--- src/rtl/fb_serial_subtractor.sv ---
// fb_serial_subtractor: bit-serial subtractor, d = a - b - bin, LSB first.
// A single full-subtractor cell is fed one bit per clock from two operand
// shift registers; the borrow is carried in a flop between bits.
// Handshake: start is accepted while ready=1; done pulses when d/bout update.
// Optional build macro: SUB_SAT_EN clamps d to zero on a final borrow.
module fb_serial_subtractor #(
    parameter int unsigned WIDTH = 4
) (
    input  logic             clk,
    input  logic             rst_n,
    input  logic             start,
    input  logic [WIDTH-1:0] a,
    input  logic [WIDTH-1:0] b,
    input  logic             bin,
    output logic             ready,
    output logic [WIDTH-1:0] d,
    output logic             bout,
    output logic             done
);

    localparam int unsigned CW = (WIDTH > 1) ? $clog2(WIDTH) : 1;

    typedef enum logic [1:0] {
        S_IDLE  = 2'd0,
        S_SHIFT = 2'd1,
        S_DONE  = 2'd2
    } state_t;

    state_t           state, state_n;
    logic [WIDTH-1:0] sa, sa_n;
    logic [WIDTH-1:0] sb, sb_n;
    logic [WIDTH-1:0] res, res_n;
    logic             brw, brw_n;
    logic [CW-1:0]    cnt, cnt_n;
    logic             ready_n;
    logic             done_n;
    logic [WIDTH-1:0] d_n;
    logic             bout_n;

    logic             diff_bit_c;
    logic             brw_step_c;
    logic [WIDTH-1:0] res_shift_c;

    // Full-subtractor cell on the current LSBs and the registered borrow
    always_comb begin
        diff_bit_c  = sa[0] ^ sb[0] ^ brw;
        brw_step_c  = (~sa[0] & sb[0]) | (~(sa[0] ^ sb[0]) & brw);
        res_shift_c = {diff_bit_c, res[WIDTH-1:1]};
    end

    // Next-state and next-output logic
    always_comb begin
        state_n = state;
        sa_n    = sa;
        sb_n    = sb;
        res_n   = res;
        brw_n   = brw;
        cnt_n   = cnt;
        d_n     = d;
        bout_n  = bout;

        case (state)
            S_IDLE: begin
                if (start) begin
                    sa_n    = a;
                    sb_n    = b;
                    brw_n   = bin;
                    res_n   = '0;
                    cnt_n   = '0;
                    state_n = S_SHIFT;
                end
            end
            S_SHIFT: begin
                sa_n  = sa >> 1;
                sb_n  = sb >> 1;
                brw_n = brw_step_c;
                res_n = res_shift_c;
                cnt_n = cnt + CW'(1);
                if (cnt == CW'(WIDTH - 1)) begin
                    state_n = S_DONE;
                    cnt_n   = '0;
                    bout_n  = brw_step_c;
`ifdef SUB_SAT_EN
                    d_n     = brw_step_c ? '0 : res_shift_c;
`else
                    d_n     = res_shift_c;
`endif
                end
            end
            S_DONE: begin
                state_n = S_IDLE;
            end
            default: begin
                state_n = S_IDLE;
            end
        endcase

        ready_n = (state_n == S_IDLE);
        done_n  = (state == S_SHIFT) && (state_n == S_DONE);
    end

    // State, datapath and registered outputs; synchronous reset wins
    always_ff @(posedge clk) begin
        if (!rst_n) begin
            state <= S_IDLE;
            sa    <= '0;
            sb    <= '0;
            res   <= '0;
            brw   <= 1'b0;
            cnt   <= '0;
            ready <= 1'b1;
            done  <= 1'b0;
            d     <= '0;
            bout  <= 1'b0;
        end else begin
            state <= state_n;
            sa    <= sa_n;
            sb    <= sb_n;
            res   <= res_n;
            brw   <= brw_n;
            cnt   <= cnt_n;
            ready <= ready_n;
            done  <= done_n;
            d     <= d_n;
            bout  <= bout_n;
        end
    end

endmodule

--- config.mk ---
export PLATFORM = sky130hd
export DESIGN_NAME = fb_serial_subtractor
export DESIGN_NICKNAME = d
export VERILOG_FILES = /design/src/rtl/fb_serial_subtractor.sv
export SDC_FILE = /design/constraint.sdc
export NUM_CORES = 1
export LEC_CHECK = 0
export ABC_AREA = 0
export CORE_MARGIN = 2
export CORE_UTILIZATION = 44
export DETAILED_ROUTE_END_ITERATION = 8
export PLACE_DENSITY = 0.76
export SETUP_SLACK_MARGIN = 0.4
export SYNTH_ARGS = -nofsm -noshare
export SYNTH_HDL_FRONTEND = slang
export SYNTH_SLANG_ARGS = --single-unit
export TNS_END_PERCENT = 5
--- constraint.sdc ---
create_clock -name clk -period 1.3 [get_ports clk]
set_clock_uncertainty 0.1 [all_clocks]
set_input_delay 0.26 -clock clk [delete_from_list [all_inputs] [get_ports clk]]
set_output_delay 0.26 -clock clk [all_outputs]
set_load 0.01 [all_outputs]
-- Yosys cells after proc, flatten, opt, wreduce, memory -nomap -nowiden
Index checks and enable logic that the tools add are counted.
- output and inout bits: 7
- bits in registers: 24
- bitwise gates (word level): 7
- add/subtract/negate cells: 1
- equal/unequal tests: 4
- reduce and logical (&&, ||, !) cells: 6
- muxes and demuxes: 14
- operators by type and width (kind ; count):
    $pmux 4 s2 ; 3
    $mux 4 ; 3
    $mux 2 ; 4
    $pmux 2 s2 ; 2
    $eq 2x2->1 const B ; 2
    $logic_not 2->1 ; 2
    $reduce_and 2->1 ; 2
    $add 2x1->2 const B ; 1
    $and 1x1->1 ; 2
    $eq 2x1->1 const B ; 1
    $ne 2x2->1 const B ; 1
    $not 1->1 ; 2
    $pmux 1 s2 ; 1
    $reduce_bool 2->1 ; 1
    $xor 1x1->1 ; 2
    $logic_and 1x1->1 ; 1
    $mux 1 ; 1
    $or 1x1->1 ; 1

-- Longest topological paths before layout
Gate-level depths: netlist of run 1.
- depth after elaboration: 5
- mapped depth: 5
- mapped depth without buffers: 5

-- Least setup slack after synthesis of run 1
Ideal clock, no wire load.
- kind: flip-flop to flip-flop
- start: register sb[0]
- end: register res[3]
- stages on the path, launching flop included: 5
- clock period less this slack: 1249 ps
- data arrival time: 1021 ps
- setup slack: 51 ps
- required time: 1072 ps
- setup time: 128 ps
- cells stage by stage: dfxtp_1 > inv_1 > fa_1 > a22oi_1 > nor2_1
- longest elaborated chain between the ends: 3
- ends and longest elaborated chain (element ; line ; RTL):
    start, declared ; 31 ; logic [WIDTH-1:0] sb, sb_n;
    start signal, assigned ; 118 ; sb <= sb_n;
    $xor 1x1->1 (2 in a row) ; 46 ; diff_bit_c = sa[0] ^ sb[0] ^ brw;
    via diff_bit_c ; 40 ; logic diff_bit_c;
    $pmux 4 s2 ; 62 ; case (state)
    end signal, assigned ; 119 ; res <= res_n;
    end, declared ; 32 ; logic [WIDTH-1:0] res, res_n;
The timed path passes the listed nets, and every way through them passes these cells.
A chain may end at the register's enable or synchronous reset.

-- Worst setup path after layout of run 1
Ends and elaborated chain as after synthesis.

==> impl_results.md, run 1 <==
* Instance count of the mapped netlist at 96
* Top-area cell type share of the netlist area at 0.496
* Largest cells by area after synthesis: dfxtp_1 (50%), mux2i_1 (7.5%), a21oi_1 (5.9%), a22oi_1 (5.7%), nor2_1 (4.9%)
* Synth cell types at 23
* TritonCTS clock tree: built
* Area added between synthesis and finish at 34.5%
* Final hold vios at 0
* Hold Buf Count CTS at 0
* Pre-antenna DRT Iters at 4
* # setup viols final at 0
* Root Driver: clkbuf_4
* HPWL Detailed at 1.19 mm
* Clock transition at path regs at 120 ps
* First-pass GRT wire length at 2.69 mm
* Grt total ovfl at 0
* GPL Wtd Cong at 0.867
* Max-slew headroom at 0.671
* CP startpoint kind: flip-flop
* Setup slack at placement at -225 ps
* Crit Path Category: flip-flop to flip-flop
* Post-synth top cells: dfxtp_1 (23), nor2_1 (12), a21oi_1 (11)
* Num rows at 16
* Endpoint type of the worst setup path: flip-flop
* PD cells at 1030 mW/mm²
* Period utilization at 0.999
* Global-route usage over all layers at 0.143
* Vias in the first global route at 645
* Dpl cell area at 0.00117 mm²
* Yosys top cell by area: dfxtp_1
* Layout cells sized above 1 at 0.358
* Critical Path AT at 1390 ps
* Max-slew violations at 0
* Nets at 135
* Seq/Total Area, Yosys at 0.496
* Mapped Area at 928 µm²
* EDFF count, synth at 0
* Worst Hold Class: flip-flop to flip-flop
* Initial antenna violation count at 0
* Syn nets at 110
* Avg Vias per Cell at 5.01
* VDD IR max at 0.536 mV
* Most common cell in the synthesized netlist: dfxtp_1
* CTS Buf Count at 3
* Avg Synthesized Cell Area at 9.67 µm²
* DRC viols at 0
* Top FF cell, synth: dfxtp_1
* Worst Path Required at 1390 ps
* Initial DRC count at 14
* Initial Util at 0.468
* Worst-Margin Slew at 494 ps
* RSZ-0062 raised after global routing: true
* DIE WIDTH at 49.9 µm
* Post-DRT Antenna Nets at 0
* H-tree levels at 1
* Clk Latency, worst-skew pair at 300 ps
* Top-Level Pins at 19
* Largest net degree at the start of global routing at 17
* Post-DR wirelength/cell at 11.1 µm
* Port buffer count at 18
* Fill cells at 155
* CP max FO at 2
* Number of diodes at 0
* Fraction of registers with async set/reset at 0
* Cell area after layout at 0.00125 mm²
* Yosys Warn Count at 0
* Setup ws final at 0.885 ps
* LEAKAGE at 0.495 nW
* Fmax at 770 MHz
* Clk sinks at 23
* CTS max path bufs at 2
* Util after Layout at 0.630
* DIE HEIGHT at 49.9 µm
* Core box area at 0.00198 mm²
* Vias after detailed routing at 736
* #FFs+latches synth at 23
* Max Cap Viol at 0
* Die area at 0.00249 mm²
* DRT Wirelength at 1.64 mm
* Fin crit period at 1300 ps
* Status: complete, no violations
==> metrics by stage <==
| stage | hold WS (ps) | power (mW) | TNS [ps] | std cells |
|---|---|---|---|---|
| final | 383 | 1.28 | 0 | 147 |
| after global routing | 401 | 1.35 | -154 | 147 |
| after CTS | 376 | 1.29 | -54.7 | 147 |
| after detailed placement | 355 | 0.958 | -3210 | 143 |
| after global placement | 344 | 0.952 | -2800 | 143 |
| after floorplan | 243 | 0.883 | 0 | 96 |
==> layout by cell type, fill, tap and decap left out <==
| master | netlist | final |
|---|---|---|
| a211oi_1 | 2 | 2 |
| a21oi_1 | 11 | 10 |
| a21oi_2 | 0 | 1 |
| a22oi_1 | 7 | 6 |
| a22oi_2 | 0 | 1 |
| a311oi_1 | 1 | 1 |
| buf_12 | 0 | 1 |
| buf_2 | 1 | 2 |
| buf_4 | 0 | 7 |
| buf_6 | 3 | 5 |
| clkbuf_1 | 1 | 1 |
| clkbuf_4 | 0 | 3 |
| clkdlybuf4s50_1 | 0 | 10 |
| dfxtp_1 | 23 | 12 |
| dfxtp_2 | 0 | 11 |
| dlygate4sd2_1 | 0 | 1 |
| fa_2 | 0 | 1 |
| ha_2 | 0 | 1 |
| inv_1 | 4 | 1 |
| inv_2 | 0 | 3 |
| mux2i_1 | 7 | 7 |
| nand2_1 | 5 | 5 |
| nand2b_4 | 0 | 2 |
| nand3_1 | 4 | 3 |
| nand3_2 | 0 | 1 |
| nand3b_1 | 1 | 1 |
| nor2_1 | 12 | 12 |
| nor2b_4 | 1 | 1 |
| nor3b_2 | 0 | 1 |
| o21ai_0 | 5 | 4 |
| o21ai_1 | 0 | 1 |
| o21ba_2 | 1 | 1 |
| o21bai_4 | 0 | 1 |
==> final timing paths <==
path / startpoint / endpoint / slack [ps] / depth (start not counted)
min reg2reg: d[3]$_SDFFE_PN0P_ / d[3]$_SDFFE_PN0P_ / 380 / 2
min: d[3]$_SDFFE_PN0P_ / d[3]$_SDFFE_PN0P_ / 380 / 2
max reg2reg: sb[0]$_SDFFE_PN0P_ / res[3]$_SDFFE_PN0P_ / 0.9 / 4
max: sb[0]$_SDFFE_PN0P_ / res[3]$_SDFFE_PN0P_ / 0.9 / 4
==> kinds of logic after synthesis <==
group                    count (synthesis)  share of synthesized area
AO/OA/AOI/OAI                           28                      0.191
adder cells (fa/ha/maj)                  2                     0.0350
buffers and inverters                   10                     0.0674
flip-flops                              23                      0.496
multiplexers                             7                     0.0755
AND/OR/NAND/NOR                         26                      0.135
==> where the power goes <==
group	internal (mW)	leakage, nW	switching, mW
Sequential	0.740	0.193	0.0251
Combinational	0.110	0.287	0.0883
Clock	0.120	0.0150	0.198
==> routing by layer <==
metal / up-vias / part of all wire / global-route usage / routed length, µm
met1: 331 / 0.46 / 0.178 / 761
met4: 0 / 0.012 / 0.0972 / 19
met3: 2 / 0.033 / 0.0182 / 54
met5: - / 0 / 0 / 0
li1: 387 / - / - / -
met2: 16 / 0.49 / 0.229 / 803
==> cell type report <==
cell class | count | area, µm² | area share
Tap cell | 27 | 33.8 | 0.0271
Multi-Input combinational cell | 63 | 452 | 0.362
Sequential cell | 23 | 474 | 0.380
Inverter | 4 | 15.0 | 0.0120
Clock buffer | 4 | 26.3 | 0.0210
Timing Repair Buffer | 26 | 248 | 0.198
==> state kept, by name, summed over array words and instances, names as in the netlist <==
name and cells:
bout 1, brw 1, cnt 2, d 4, done 1, ready 1
res 3, sa 4, sb 4, state 2
==> critical path, cell delays in order (launching register included) <==
cell     delay (ps)
dfxtp_2         350
inv_2            40
fa_2            480
a22oi_2         170
nor2_1           50
==> what timing repair did <==
item | 4_1_cts | 5_1_grt
setup buffers | 0 | 0
gates resized for setup | 52 | 8
pin swaps | 10 | 5
setup endpoints to repair | 30 | 30
(Power assumes the default switching activity.)
==> run 2: changes to the inputs <==
clock period = 1 ns   (was 1.3 ns; I/O delays follow)
==> impl_results.md, run 2 (same netlist as run 1, synthesis figures left out) <==
* Status: finished, violations left (was complete, no violations)
* Failing checks: negative setup slack
* DIE HEIGHT at 49.9 µm (unchanged)
* TritonCTS clock tree: built (unchanged)
* First-pass GRT wire length at 2.77 mm (was 2.69 mm)
* Metal2 WL at 763 µm (was 803 µm)
* Metal3 WL at 39 µm (was 54 µm)
* Fmax at 761 MHz (was 770 MHz)
* Final hold vios at 0 (unchanged)
* Max-slew violations at 0 (unchanged)
* Setup slack at placement at -472 ps (was -225 ps)
* Post-DRT Antenna Nets at 0 (unchanged)
* # setup viols final at 29 (was 0)
* Largest registers: d: 4 flops, sa: 4 flops, sb: 4 flops (unchanged)
* CP max FO at 2 (unchanged)
* CP startpoint kind: flip-flop (unchanged)
* Initial antenna violation count at 0 (unchanged)
* Worst-Margin Slew at 508 ps (was 494 ps)
* Top-Level Pins at 19 (unchanged)
* Vias in the first global route at 663 (was 645)
* Crit-path leading delay family: adder cells (unchanged)
* Vias after detailed routing at 749 (was 736)
* Endpoint type of the worst setup path: flip-flop (unchanged)
* Layout cells sized above 1 at 0.376 (was 0.358)
* DRT Wirelength at 1.72 mm (was 1.64 mm)
* Worst path cell trace: inv_2, fa_2, a22oi_2, nor2_1 (unchanged)
* Area added between synthesis and finish at 36.9% (was 34.5%)
* Initial DRC count at 11 (was 14)
* CP Buf/Inv Count at 1 (unchanged)
* Grt total ovfl at 0 (unchanged)
* Number of diodes at 0 (unchanged)
* Initial Util at 0.468 (unchanged)
* GPL Wtd Cong at 0.807 (was 0.867)
* # placed instances at 147 (was 143)
* H-tree levels at 1 (unchanged)
* Avg Vias per Cell at 4.93 (was 5.01)
* LEAKAGE at 0.526 nW (was 0.495 nW)
* Layout Cells excl Fill at 152 (was 147)
* Core box area at 0.00198 mm² (unchanged)
* Root Driver: clkbuf_4 (unchanged)
* Worst Path Required at 1090 ps (was 1390 ps)
* CP peak stage delay at 470 ps (was 480 ps)
* Nets at 140 (was 135)
* Port buffer count at 18 (unchanged)
* VDD IR max at 0.862 mV (was 0.536 mV)
* Largest net degree at the start of global routing at 17 (unchanged)
* HPWL Detailed at 1.26 mm (was 1.19 mm)
* Crit Path Category: flip-flop to flip-flop (unchanged)
* Num rows at 16 (unchanged)
* Die area at 0.00249 mm² (unchanged)
* Worst Hold Class: flip-flop to flip-flop (unchanged)
* CTS max path bufs at 2 (unchanged)
* Fill cells at 155 (unchanged)
* Clock transition at path regs at 130 ps (was 120 ps)
* Critical Path AT at 1400 ps (was 1390 ps)
* Max-slew headroom at 0.661 (was 0.671)
* WL met1 at 878 µm (was 761 µm)
* Top layer in use: met4 (unchanged)
* Setup ws final at -313 ps (was 0.885 ps)
* Period utilization at 1.31 (was 0.999)
* Most frequent cells in the layout: nor2_1 (12), dfxtp_2 (12), dfxtp_1 (11), clkdlybuf4s50_1 (11), buf_4 (11) (was nor2_1 (12), dfxtp_1 (12), dfxtp_2 (11))
* Clk Latency, worst-skew pair at 310 ps (was 300 ps)
* CTS Buf Count at 3 (unchanged)
* Fin crit period at 1310 ps (was 1300 ps)
* Crit-path slowest cell: fa_2 (unchanged)
* Clk sinks at 23 (unchanged)
* DIE WIDTH at 49.9 µm (unchanged)
* Pre-antenna DRT Iters at 4 (unchanged)
* Global-route usage over all layers at 0.146 (was 0.143)
* RSZ-0062 raised after global routing: true (unchanged)
* Max Cap Viol at 0 (unchanged)
* PD cells at 1320 mW/mm² (was 1030 mW/mm²)
* Post-DR wirelength/cell at 11.3 µm (was 11.1 µm)
* DRC viols at 0 (unchanged)
[run 2: metal layers]
layer	GRT usage	vias to the layer above
met2	0.236	12
met1	0.188	339
met5	0	-
met4	0.0694	0
met3	0.0273	6
li1	-	392
[run 2: path summary, 6_finish.rpt]
path,end,cells after the start,start,slack (ps)
worst max-delay path,res[3]$_SDFFE_PN0P_,4,sb[0]$_SDFFE_PN0P_,-310
worst max register to register,res[3]$_SDFFE_PN0P_,4,sb[0]$_SDFFE_PN0P_,-310
worst min register to register,d[0]$_SDFFE_PN0P_,2,d[0]$_SDFFE_PN0P_,370
worst min-delay path,d[0]$_SDFFE_PN0P_,2,d[0]$_SDFFE_PN0P_,370
[run 2: timing repair]
action,CTS,global route
pin swaps,7,3
resized for setup,48,7
hold buffers,0,0
setup buffers,0,1
setup endpoints to repair,30,30
[run 2: worst register-to-register path, cell delays in order (launching register included)]
cell     delay (ps)
dfxtp_2         360
inv_2            40
fa_2            470
a22oi_2         170
nor2_1           50
[run 2: cell type report]
class | instances | area, µm² | share of cell area
clock inverter | 1 | 5.00 | 0.00394
tap | 27 | 33.8 | 0.0266
sequential | 23 | 475 | 0.374
clock buffer | 3 | 22.5 | 0.0177
multi-input combinational | 63 | 429 | 0.338
timing repair buffer | 31 | 290 | 0.228
inverter | 4 | 15.0 | 0.0118
[run 2: power breakdown]
group / switching, mW / internal, mW
clock: 0.271 / 0.149
combinational: 0.116 / 0.152
sequential: 0.0296 / 0.963
[run 2: per-stage QoR]
stage,hold slack [ps],total power [mW],TNS [ps],area (µm²),utilization
after floorplan,183,1.15,-2440,928,-
after global placement,347,1.25,-9170,1200,0.604
after detailed placement,351,1.26,-9740,1200,0.604
after CTS,375,1.68,-3600,1250,0.629
after global routing,397,1.77,-5340,1270,0.641
final,373,1.68,-3580,1270,0.641
